===== src/rtl/sb_arb_pkg.sv =====
// sb_arb_pkg: shared constants and helpers for the switchboard round-robin
// arbiter (sb_rr_arbiter) and its optional output skid buffer.
package sb_arb_pkg;

   localparam int unsigned SB_DEST_W  = 32;
   localparam int unsigned SB_MAX_REQ = 16;

   // Width of a requester index / mux select for n requesters (n >= 2).
   function automatic int unsigned sb_sel_w(input int unsigned n);
      return (n > 1) ? $clog2(n) : 1;
   endfunction

   // First asserted valid searching ptr, ptr+1, .. n-1, 0, .. ptr-1.
   // Returns n when nothing is valid.
   function automatic int unsigned sb_rr_pick(input logic [SB_MAX_REQ-1:0] valid,
                                              input int unsigned           ptr,
                                              input int unsigned           n);
      int unsigned idx;
      int unsigned pick;
      pick = n;
      for (int unsigned k = 0; k < SB_MAX_REQ; k++) begin
         idx = ptr + k;
         if (idx >= n) idx = idx - n;
         if ((k < n) && (pick == n) && valid[idx[3:0]]) pick = idx;
      end
      return pick;
   endfunction

endpackage


===== src/rtl/sb_skid_buf.sv =====
// sb_skid_buf: 2-entry registered skid buffer. Accepts a word whenever it is
// not full, so in_ready never depends on out_ready. Used by sb_rr_arbiter
// only when SB_ARB_PIPE_EN is defined.
module sb_skid_buf #(
   parameter int unsigned W = 8
) (
   input  logic         clk,
   input  logic         nreset,
   input  logic         in_valid,
   output logic         in_ready,
   input  logic [W-1:0] in_data,
   output logic         out_valid,
   input  logic         out_ready,
   output logic [W-1:0] out_data
);

   logic [W-1:0] head_q, head_d;
   logic [W-1:0] tail_q, tail_d;
   logic [1:0]   cnt_q, cnt_d;
   logic         push, pop;

   // Occupancy-driven handshake and next-state for the two entries.
   always_comb begin
      in_ready  = (cnt_q != 2'd2);
      out_valid = (cnt_q != 2'd0);
      out_data  = head_q;
      push      = in_valid && in_ready;
      pop       = out_valid && out_ready;
      head_d    = head_q;
      tail_d    = tail_q;
      cnt_d     = cnt_q;
      case (cnt_q)
         2'd0: if (push) begin
            head_d = in_data;
            cnt_d  = 2'd1;
         end
         2'd1: if (push && pop) begin
            head_d = in_data;
         end else if (push) begin
            tail_d = in_data;
            cnt_d  = 2'd2;
         end else if (pop) begin
            cnt_d  = 2'd0;
         end
         2'd2: if (pop) begin
            head_d = tail_q;
            cnt_d  = 2'd1;
         end
         default: cnt_d = 2'd0;
      endcase
   end

   // Buffer storage and occupancy registers.
   always_ff @(posedge clk or negedge nreset) begin
      if (!nreset) begin
         head_q <= '0;
         tail_q <= '0;
         cnt_q  <= '0;
      end else begin
         head_q <= head_d;
         tail_q <= tail_d;
         cnt_q  <= cnt_d;
      end
   end

endmodule


===== src/rtl/sb_rr_arbiter.sv =====
// sb_rr_arbiter: packet-aware round-robin merge of N switchboard streams onto
// one port. A grant is held from a packet's first word until its last word is
// accepted. Define SB_ARB_PIPE_EN to register the output through a 2-entry
// skid buffer; otherwise the output is a combinational mux.
module sb_rr_arbiter
   import sb_arb_pkg::*;
#(
   parameter  int unsigned N   = 4,
   parameter  int unsigned DW  = 256,
   localparam int unsigned IDW = sb_sel_w(N)
) (
   input  logic                   clk,
   input  logic                   nreset,
   input  logic [N*DW-1:0]        in_data,
   input  logic [N*SB_DEST_W-1:0] in_dest,
   input  logic [N-1:0]           in_last,
   input  logic [N-1:0]           in_valid,
   output logic [N-1:0]           in_ready,
   output logic [DW-1:0]          out_data,
   output logic [SB_DEST_W-1:0]   out_dest,
   output logic                   out_last,
   output logic                   out_valid,
   input  logic                   out_ready,
   output logic [IDW-1:0]         out_src
);

   logic [IDW-1:0]       ptr_q, ptr_d;
   logic [IDW-1:0]       owner_q, owner_d;
   logic                 lock_q, lock_d;

   logic [SB_MAX_REQ-1:0] valid_pad;
   int unsigned           pick;
   logic [IDW-1:0]        gnt;
   logic                  has_gnt, gnt_vld, gnt_last;
   logic [DW-1:0]         gnt_data;
   logic [SB_DEST_W-1:0]  gnt_dest;
   logic                  stage_ready, accept;

   // Select the granted requester: locked owner, else round-robin search.
   always_comb begin
      valid_pad        = '0;
      valid_pad[N-1:0] = in_valid;
      pick             = sb_rr_pick(valid_pad, 32'(ptr_q), N);
      gnt              = '0;
      has_gnt          = 1'b0;
      gnt_vld          = 1'b0;
      if (lock_q) begin
         gnt     = owner_q;
         has_gnt = 1'b1;
         gnt_vld = in_valid[owner_q];
      end else if (pick < N) begin
         gnt     = IDW'(pick);
         has_gnt = 1'b1;
         gnt_vld = 1'b1;
      end
      gnt_data = in_data[gnt*DW +: DW];
      gnt_dest = in_dest[gnt*SB_DEST_W +: SB_DEST_W];
      gnt_last = in_last[gnt];
   end

   // Ready back to the granted requester only; all bits low during reset.
   always_comb begin
      in_ready = '0;
      if (nreset && has_gnt && stage_ready) in_ready[gnt] = 1'b1;
      accept = gnt_vld && stage_ready;
   end

   // Lock on a non-last word, release and advance the pointer on a last word.
   always_comb begin
      ptr_d   = ptr_q;
      lock_d  = lock_q;
      owner_d = owner_q;
      if (accept) begin
         if (gnt_last) begin
            lock_d = 1'b0;
            ptr_d  = (gnt == IDW'(N - 1)) ? '0 : gnt + IDW'(1);
         end else begin
            lock_d  = 1'b1;
            owner_d = gnt;
         end
      end
   end

   // Arbitration state registers.
   always_ff @(posedge clk or negedge nreset) begin
      if (!nreset) begin
         ptr_q   <= '0;
         lock_q  <= 1'b0;
         owner_q <= '0;
      end else begin
         ptr_q   <= ptr_d;
         lock_q  <= lock_d;
         owner_q <= owner_d;
      end
   end

`ifdef SB_ARB_PIPE_EN
   localparam int unsigned BW = DW + SB_DEST_W + 1 + IDW;

   logic          buf_valid;
   logic [BW-1:0] buf_out;

   sb_skid_buf #(.W(BW)) u_skid (
      .clk       (clk),
      .nreset    (nreset),
      .in_valid  (gnt_vld),
      .in_ready  (stage_ready),
      .in_data   ({gnt_data, gnt_dest, gnt_last, gnt}),
      .out_valid (buf_valid),
      .out_ready (out_ready),
      .out_data  (buf_out)
   );

   // Unpack the registered word onto the output port.
   always_comb begin
      {out_data, out_dest, out_last, out_src} = buf_out;
      out_valid = buf_valid;
   end
`else
   // Combinational output mux, forced to zero while reset is asserted.
   always_comb begin
      stage_ready = out_ready;
      out_valid   = nreset && gnt_vld;
      out_data    = nreset ? gnt_data : '0;
      out_dest    = nreset ? gnt_dest : '0;
      out_last    = nreset && gnt_last;
      out_src     = nreset ? gnt : '0;
   end
`endif

endmodule


===== config.mk =====
export PLATFORM = sky130hd
export DESIGN_NAME = sb_rr_arbiter
export DESIGN_NICKNAME = d
export VERILOG_FILES = /design/src/rtl/sb_arb_pkg.sv /design/src/rtl/sb_skid_buf.sv /design/src/rtl/sb_rr_arbiter.sv
export SDC_FILE = /design/constraint.sdc
export NUM_CORES = 1
export LEC_CHECK = 0
export CORE_AREA = 5 5 571 573
export CTS_BUF_LIST = sky130_fd_sc_hd__clkbuf_16
export DETAILED_ROUTE_END_ITERATION = 10
export DIE_AREA = 0 0 576 578
export PLACE_DENSITY_LB_ADDON = 0.08
export REMOVE_ABC_BUFFERS = 1
export SLEW_MARGIN = 20
export SYNTH_ARGS = -nofsm -noshare
export SYNTH_HDL_FRONTEND = slang
export SYNTH_HIERARCHICAL = 1
export SYNTH_SLANG_ARGS = --single-unit

===== constraint.sdc =====
create_clock -name clk -period 5.06 [get_ports clk]
set_input_delay 1.012 -clock clk [delete_from_list [all_inputs] [get_ports clk]]
set_output_delay 1.012 -clock clk [all_outputs]
set_load 0.01 [all_outputs]

## Word-level counts from Yosys, hierarchy flattened

Index checks and enable logic that the tools add are counted.

| storage, ports and cells | value |
|---|---|
| register bits after elaboration | 5 |
| word-level logic and storage cells | 74 |
| input port bits | 1163 |

| operators by class | value |
|---|---|
| add/subtract/negate cells | 8 |
| muxes and demuxes | 33 |
| $lt $le $gt $ge | 12 |
| bitwise logic cells | 1 |
| shift operators | 2 |
| equality and inequality tests | 4 |
| reductions and logical operators | 11 |

Operators by type and width:

| operator | number |
|---|---|
| $shiftx A1024 B11 Y256 | 1 |
| $mux W32 | 9 |
| $mux W256 | 1 |
| $shiftx A128 B8 Y32 | 1 |
| $eq A32 B3 Y1 const B | 3 |
| $lt A32 B3 Y1 const B | 1 |
| $lt A4 B5 Y1 const B | 4 |
| $bmux W1 S4 | 4 |
| $sub A3 B3 Y4 const B | 3 |
| $mux W1 | 11 |
| $ge A3 B3 Y1 const B | 3 |
| $logic_and A1 B1 Y1 | 9 |
| $mux W2 | 4 |
| $add A2 B2 Y3 const B | 2 |
| $lt A2 B3 Y1 const B | 2 |
| $bmux W1 S2 | 2 |
| $mux W4 | 1 |
| $reduce_and A2 Y1 | 2 |
| $sub A2 B3 Y4 const B | 1 |
| $add A2 B1 Y3 const B | 1 |
| $ge A2 B3 Y1 const B | 1 |
| $add A2 B1 Y2 const B | 1 |
| $demux W1 S2 | 1 |
| $eq A2 B2 Y1 const B | 1 |
| other kinds (2) | 2 |

## Longest topological paths before layout

| depth | value |
|---|---|
| depth in word-level cells | 22 |
| mapped depth | 14 |

## Worst setup path after synthesis

No wires, ideal clock.

| timing | value |
|---|---|
| path type | input -> output |
| start | in in_valid[3] |
| end | out out_data[236] |
| stages | 11 |
| path buffers | 4 |
| data arrival time | 3253 ps |
| setup slack | 795 ps |
| required time | 4048 ps |
| path through | buf_2 > mux4_2 > nor4_1 > nor3_1 > a311o_1 > nand2_2 > buf_6 > buf_8 > buf_6 > mux2i_1 > o22ai_1 |

| between the ends | value |
|---|---|
| cells in the longest elaborated chain, start to end | 17 |
| elaborated cells on any way between the ends | 23 |
| those cells by class | order compare (1); eq/ne (3); shift (1); mux (15); reduce/logical (3) |

RTL lines:

| element | RTL line | text |
|---|---|---|
| start: declaration | sb_rr_arbiter.sv:17 | `input logic [N-1:0] in_valid,` |
| $bmux W1 S4 | sb_arb_pkg.sv:24 | `if ((k < n) && (pick == n) && valid[idx[3:0]]) pick = idx;` |
| $mux W1 (not written as such) | sb_arb_pkg.sv:24 |  |
| $mux W32 | sb_arb_pkg.sv:24 |  |
| $eq A32 B3 Y1 | sb_arb_pkg.sv:24 |  |
| $logic_and A1 B1 Y1 | sb_arb_pkg.sv:24 |  |
| $mux W32 | sb_arb_pkg.sv:24 |  |
| $eq A32 B3 Y1 | sb_arb_pkg.sv:24 |  |
| $logic_and A1 B1 Y1 | sb_arb_pkg.sv:24 |  |
| $mux W32 | sb_arb_pkg.sv:24 |  |
| $eq A32 B3 Y1 | sb_arb_pkg.sv:24 |  |
| $logic_and A1 B1 Y1 | sb_arb_pkg.sv:24 |  |
| $mux W32 * | sb_arb_pkg.sv:24 |  |
| $lt A32 B3 Y1 | sb_rr_arbiter.sv:51 | `end else if (pick < N) begin` |
| $mux W2 * | sb_rr_arbiter.sv:51 |  |
| $mux W2 * | sb_rr_arbiter.sv:47 | `if (lock_q) begin` |
| $shiftx A1024 B11 Y256 * | sb_rr_arbiter.sv:56 | `gnt_data = in_data[gnt*DW +: DW];` |
| $mux W256 * | sb_rr_arbiter.sv:124 | `out_data = nreset ? gnt_data : '0;` |
| end: declaration | sb_rr_arbiter.sv:19 | `output logic [DW-1:0] out_data,` |

Every way passes the cells marked *; elsewhere a longest branch is shown, timed or not. The select of a mux whose other input is x is not followed.

## Worst setup path after layout

| timing | value |
|---|---|
| start | in in_valid[2] |
| end | out out_data[169] |

The elaborated chain is that of the path after synthesis.

==> run_results.csv <==
group,metric,value,unit
sta,final.period_utilization,100,%
routing,detailroute.wirelength.met3,24300,um
cells_and_area,layout.cells.most_common,"clkdlybuf4s50_1",
routing,route.final.wire_length,213000,um
clock_tree,clockBufferDepth,2,
setup_path,r2r_setup_slack,1.76,ns
min_path,hold_end,"owner_q[0]$_DFFE_PN0P_",
cells_and_area,area_delta_synth_final,296,%
synthesis,ys_seq_area_share,1.35,%
synthesis,synth.ff_latch_count,5,
routing,detailedRoute.firstPassIterationCount,4,
global_routing,first_global_vias,19187,
clock_tree,clock_insertion_delay_worst_skew,0.23,ns
routing,wl_per_cell,30.0,um
synthesis,synth-main-ff-cell,"dfrtp_1",
sta,finalHoldWorstSlack,0.608,ns
synthesis,synth_top_area_cell,"mux2i_1",
place,dpl.hpwl,194000,um
routing,topRoutingLayerUsed,"met5",
outcome,violations,"setup timing",
sta,tightestPinTransition,0.625,ns
floorplan,die_x,576,um
power,power.ir.vdd_worst,260,uV
setup_path,critical-path-top-cell-by-count,"buf_12",
sta,final-max-slew-violation-count,0,
power,leakagePower,13.5,nW
sta,worst_slew_margin_rel,58.2,%
cells_and_area,finalNonFillerCells,7114,
global_routing,globalRouteTotalUtil,12.0,%
setup_path,max_stage_delay,0.51,ns
power,power.share.combinational,99.3,%
place,place_congestion,0.854,
cells_and_area,layout_common_cells,"1164 x clkdlybuf4s50_1, 425 x mux2i_1, 348 x buf_4",
floorplan,floorplan.core_area,0.320,mm^2
cells_and_area,nNetsFinal,4061,
setup_path,critical_path_arrival,4.07,ns
synthesis,most_area_consuming_cells_after_synthesis,"mux2i_1 63%, o22ai_1 19%, buf_6 4.1%",
setup_path,crit-reg2reg-launch,"ptr_q[1]$_DFFE_PN0P_",
sta,fin_crit,5.08,ns
synthesis,count_of_warnings_emitted_by_yosys,6,
global_routing,first_pass_grt_wire_length,254000,um
min_path,hold_depth,2,
sta,finalSetupViolations,4,
floorplan,floorplan.rows,208,
clock_tree,htree_num_levels,1,
setup_path,critical_path.max_fanout,13,
synthesis,count_of_cell_types_in_the_netlist,49,
power,net-switching-power,14.2,mW
clock_tree,cts.sink_count,5,
synthesis,synth_top_area_share,62.6,%
setup_path,path_class,"primary input to primary output",
cells_and_area,layout-drive-gt1-share,34.2,%
setup_path,required,4.05,ns
power,internal_power,15.8,mW
setup_path,setup_crit_start_kind,"primary input",
routing,avgViaCountPerCell,2.53,
routing,drc_errors,0,
routing,drt.antenna.violating_nets,0,
synthesis,syn_avg_cell_area,8.41,um^2
clock_tree,clk_pin_slew,0.03,ns
sta,fmax,0.197,GHz
synthesis,mappedNetlistArea,0.00925,mm^2
global_routing,pin_count_of_the_biggest_net_entering_global_routing,28,
routing,detail_route.wirelength.met1,79100,um
floorplan,design.die.area,0.333,mm^2
power,swShare,47.3,%
power,cellPowerDensity,820,mW/mm^2
power,clock_share_of_power,0.4,%
job,cap_viol_max_count,0,
clock_tree,cts_root_buffer,"clkbuf_16",
setup_path,worst-path-buf-inv,7,
outcome,status,"complete, but fails checks",
global_routing,grt.overflow.total,0,
synthesis,synth_cells,1100,
clock_tree,clock_tree_from_tritoncts,"done",
setup_path,worstPathCellList,"buf_8 > mux4_2 > nor4_2 > nor3_1 > a311o_2 > nand2_8 > buf_16 > buf_12 > buf_12 > buf_4 > mux2i_1 > o22ai_2 > buf_4 > buf_12",
min_path,hold_path_startpoint,"owner_q[0]$_DFFE_PN0P_",
min_path,min-delay-path-class,"register to register",
routing,initialDrtViolationCount,582,
global_routing,antenna_found_initial,155,
place,place.detailed.instances,6968,
setup_path,timing.critical_path.max_delay_family,"buffers and inverters",
sta,finClkSkew,0.00125,ns
synthesis,synth-edff-count,0,
setup_path,r2r_cells,11,
sta,grt_setup_unrepaired,"true",
floorplan,die_height,578,um
power,power.sequential.fraction,0.3,%
setup_path,crit-reg2reg-capture,"owner_q[1]$_DFFE_PN0P_",
place,place.port_buffers,1458,
routing,routed-via-count,17963,
setup_path,end_kind,"primary output",
clock_tree,cts_inserted_buffers,3,
floorplan,floorplan.initialDensity,2.89,%
routing,met2WireLength,107000,um
sta,worst_slack,-0.0187,ns
sta,final-hold-violation-count,0,
floorplan,io_pins,1459,
setup_path,slowest_stage,"mux4_2",
synthesis,synthArstFlopShare,100,%
==> cells in the mapped netlist (2+ instances only) <==
cell,number
mux4_2,4
buf_2,48
o21ai_1,3
a31oi_1,2
a21oi_1,7
clkbuf_4,6
o211ai_1,4
nor2_1,9
ha_1,3
nand3b_1,2
o22ai_1,288
and3_1,3
nand2_1,14
o211a_1,2
nand3_1,4
dfrtp_1,5
buf_6,34
buf_8,3
buf_1,6
clkbuf_1,33
buf_4,4
or3_1,3
nand2b_1,2
nand2_2,2
and2_1,2
inv_1,6
mux2i_1,579
==> per-stage QoR <==
| stage | instance area (um^2) | setup slack (ns) | util, % | power (mW) | TNS (ns) |
|---|---|---|---|---|---|
| after CTS | 35800 | -0.226 | 11.2 | 30.2 | -10.39 |
| after global routing | 36600 | -0.131 | 11.4 | 31.9 | -2.24 |
| after global placement | 32300 | -1.11 | 10.1 | 24.8 | -207.45 |
| after detailed placement | 32300 | -1.11 | 10.1 | 24.8 | -211.49 |
| final | 36600 | -0.0187 | 11.4 | 30.0 | -0.0343 |
| after floorplan | 8360 | -9.31 | - | 5.19 | -2709.27 |
==> worst register-to-register path: cells and delay by family, from the launching register on <==
kind,cells,cell delay [ns]
mux,1,0.56
flops,1,0.34
compound gates,3,1.07
buf+inv,3,0.39
fa+ha+maj,1,0.34
simple gates,3,0.50
==> kinds of logic (layout without fill, tap and decap cells) <==
group	Yosys count	count (layout)	synth area share, %
AOI/OAI and AO/OA	321	321	22.1
adders and majority gates	3	3	0.406
buffers and inverters	141	1935	9.90
DFF	5	5	1.35
muxes	584	584	63.7
other	0	20	0
and+or+nand+nor	46	46	2.52
==> metal layers <==
layer | track usage, % | vias up
li1 | - | 8087
met1 | 13.0 | 8395
met2 | 21.7 | 1055
met3 | 6.26 | 264
met4 | 0.628 | 162
met5 | 0 | -
==> power by group through the flow <==
| stage | combinational [mW] | clock (mW) | sequential, mW |
|---|---|---|---|
| after global routing | 31.7 | 0.135 | 0.0969 |
| final | 29.8 | 0.129 | 0.0931 |
| after global placement | 24.7 | 0 | 0.0971 |
| after floorplan | 5.09 | 0 | 0.0969 |
| after detailed placement | 24.7 | 0 | 0.0967 |
| after CTS | 29.9 | 0.131 | 0.0957 |
==> layout make-up <==
class,count,area (um^2)
Antenna cell,20,50.0
Multi-Input combinational cell,954,10600
Sequential cell,5,125
Fill cell,36852,283000
Timing Repair Buffer,1924,20500
Tap cell,4200,5260
Clock buffer,3,75.1
Inverter,7,26.3
Clock inverter,1,3.75
==> state kept, by name (all words and copies together), names as in the netlist <==
register,flops
ptr_q,2
lock_q,1
owner_q,2
==> how the worst max path moves through the flow <==
stage,startpoint,endpoint,slack (ns),cells past startpoint
2_1_floorplan,ptr_q[0]$_DFFE_PN0P_,out_data[0],-9.31,9
3_3_place_gp,in_valid[2],out_data[55],-1.11,14
3_5_place_dp,in_valid[2],out_data[55],-1.11,14
4_1_cts,in_valid[3],out_data[116],-0.23,18
5_1_grt,in_valid[2],out_data[145],-0.13,14
6_report,in_valid[2],out_data[169],-0.02,14
==> repair_timing <==
action,CTS,global route
buffers inserted,103,40
setup endpoints to repair,294,207
hold buffers,0,0
endpoints found under the hold margin,0,0
cloned,11,3
pin swaps,36,28
gates resized for setup,679,255
Power figures use the tool's default switching activity.
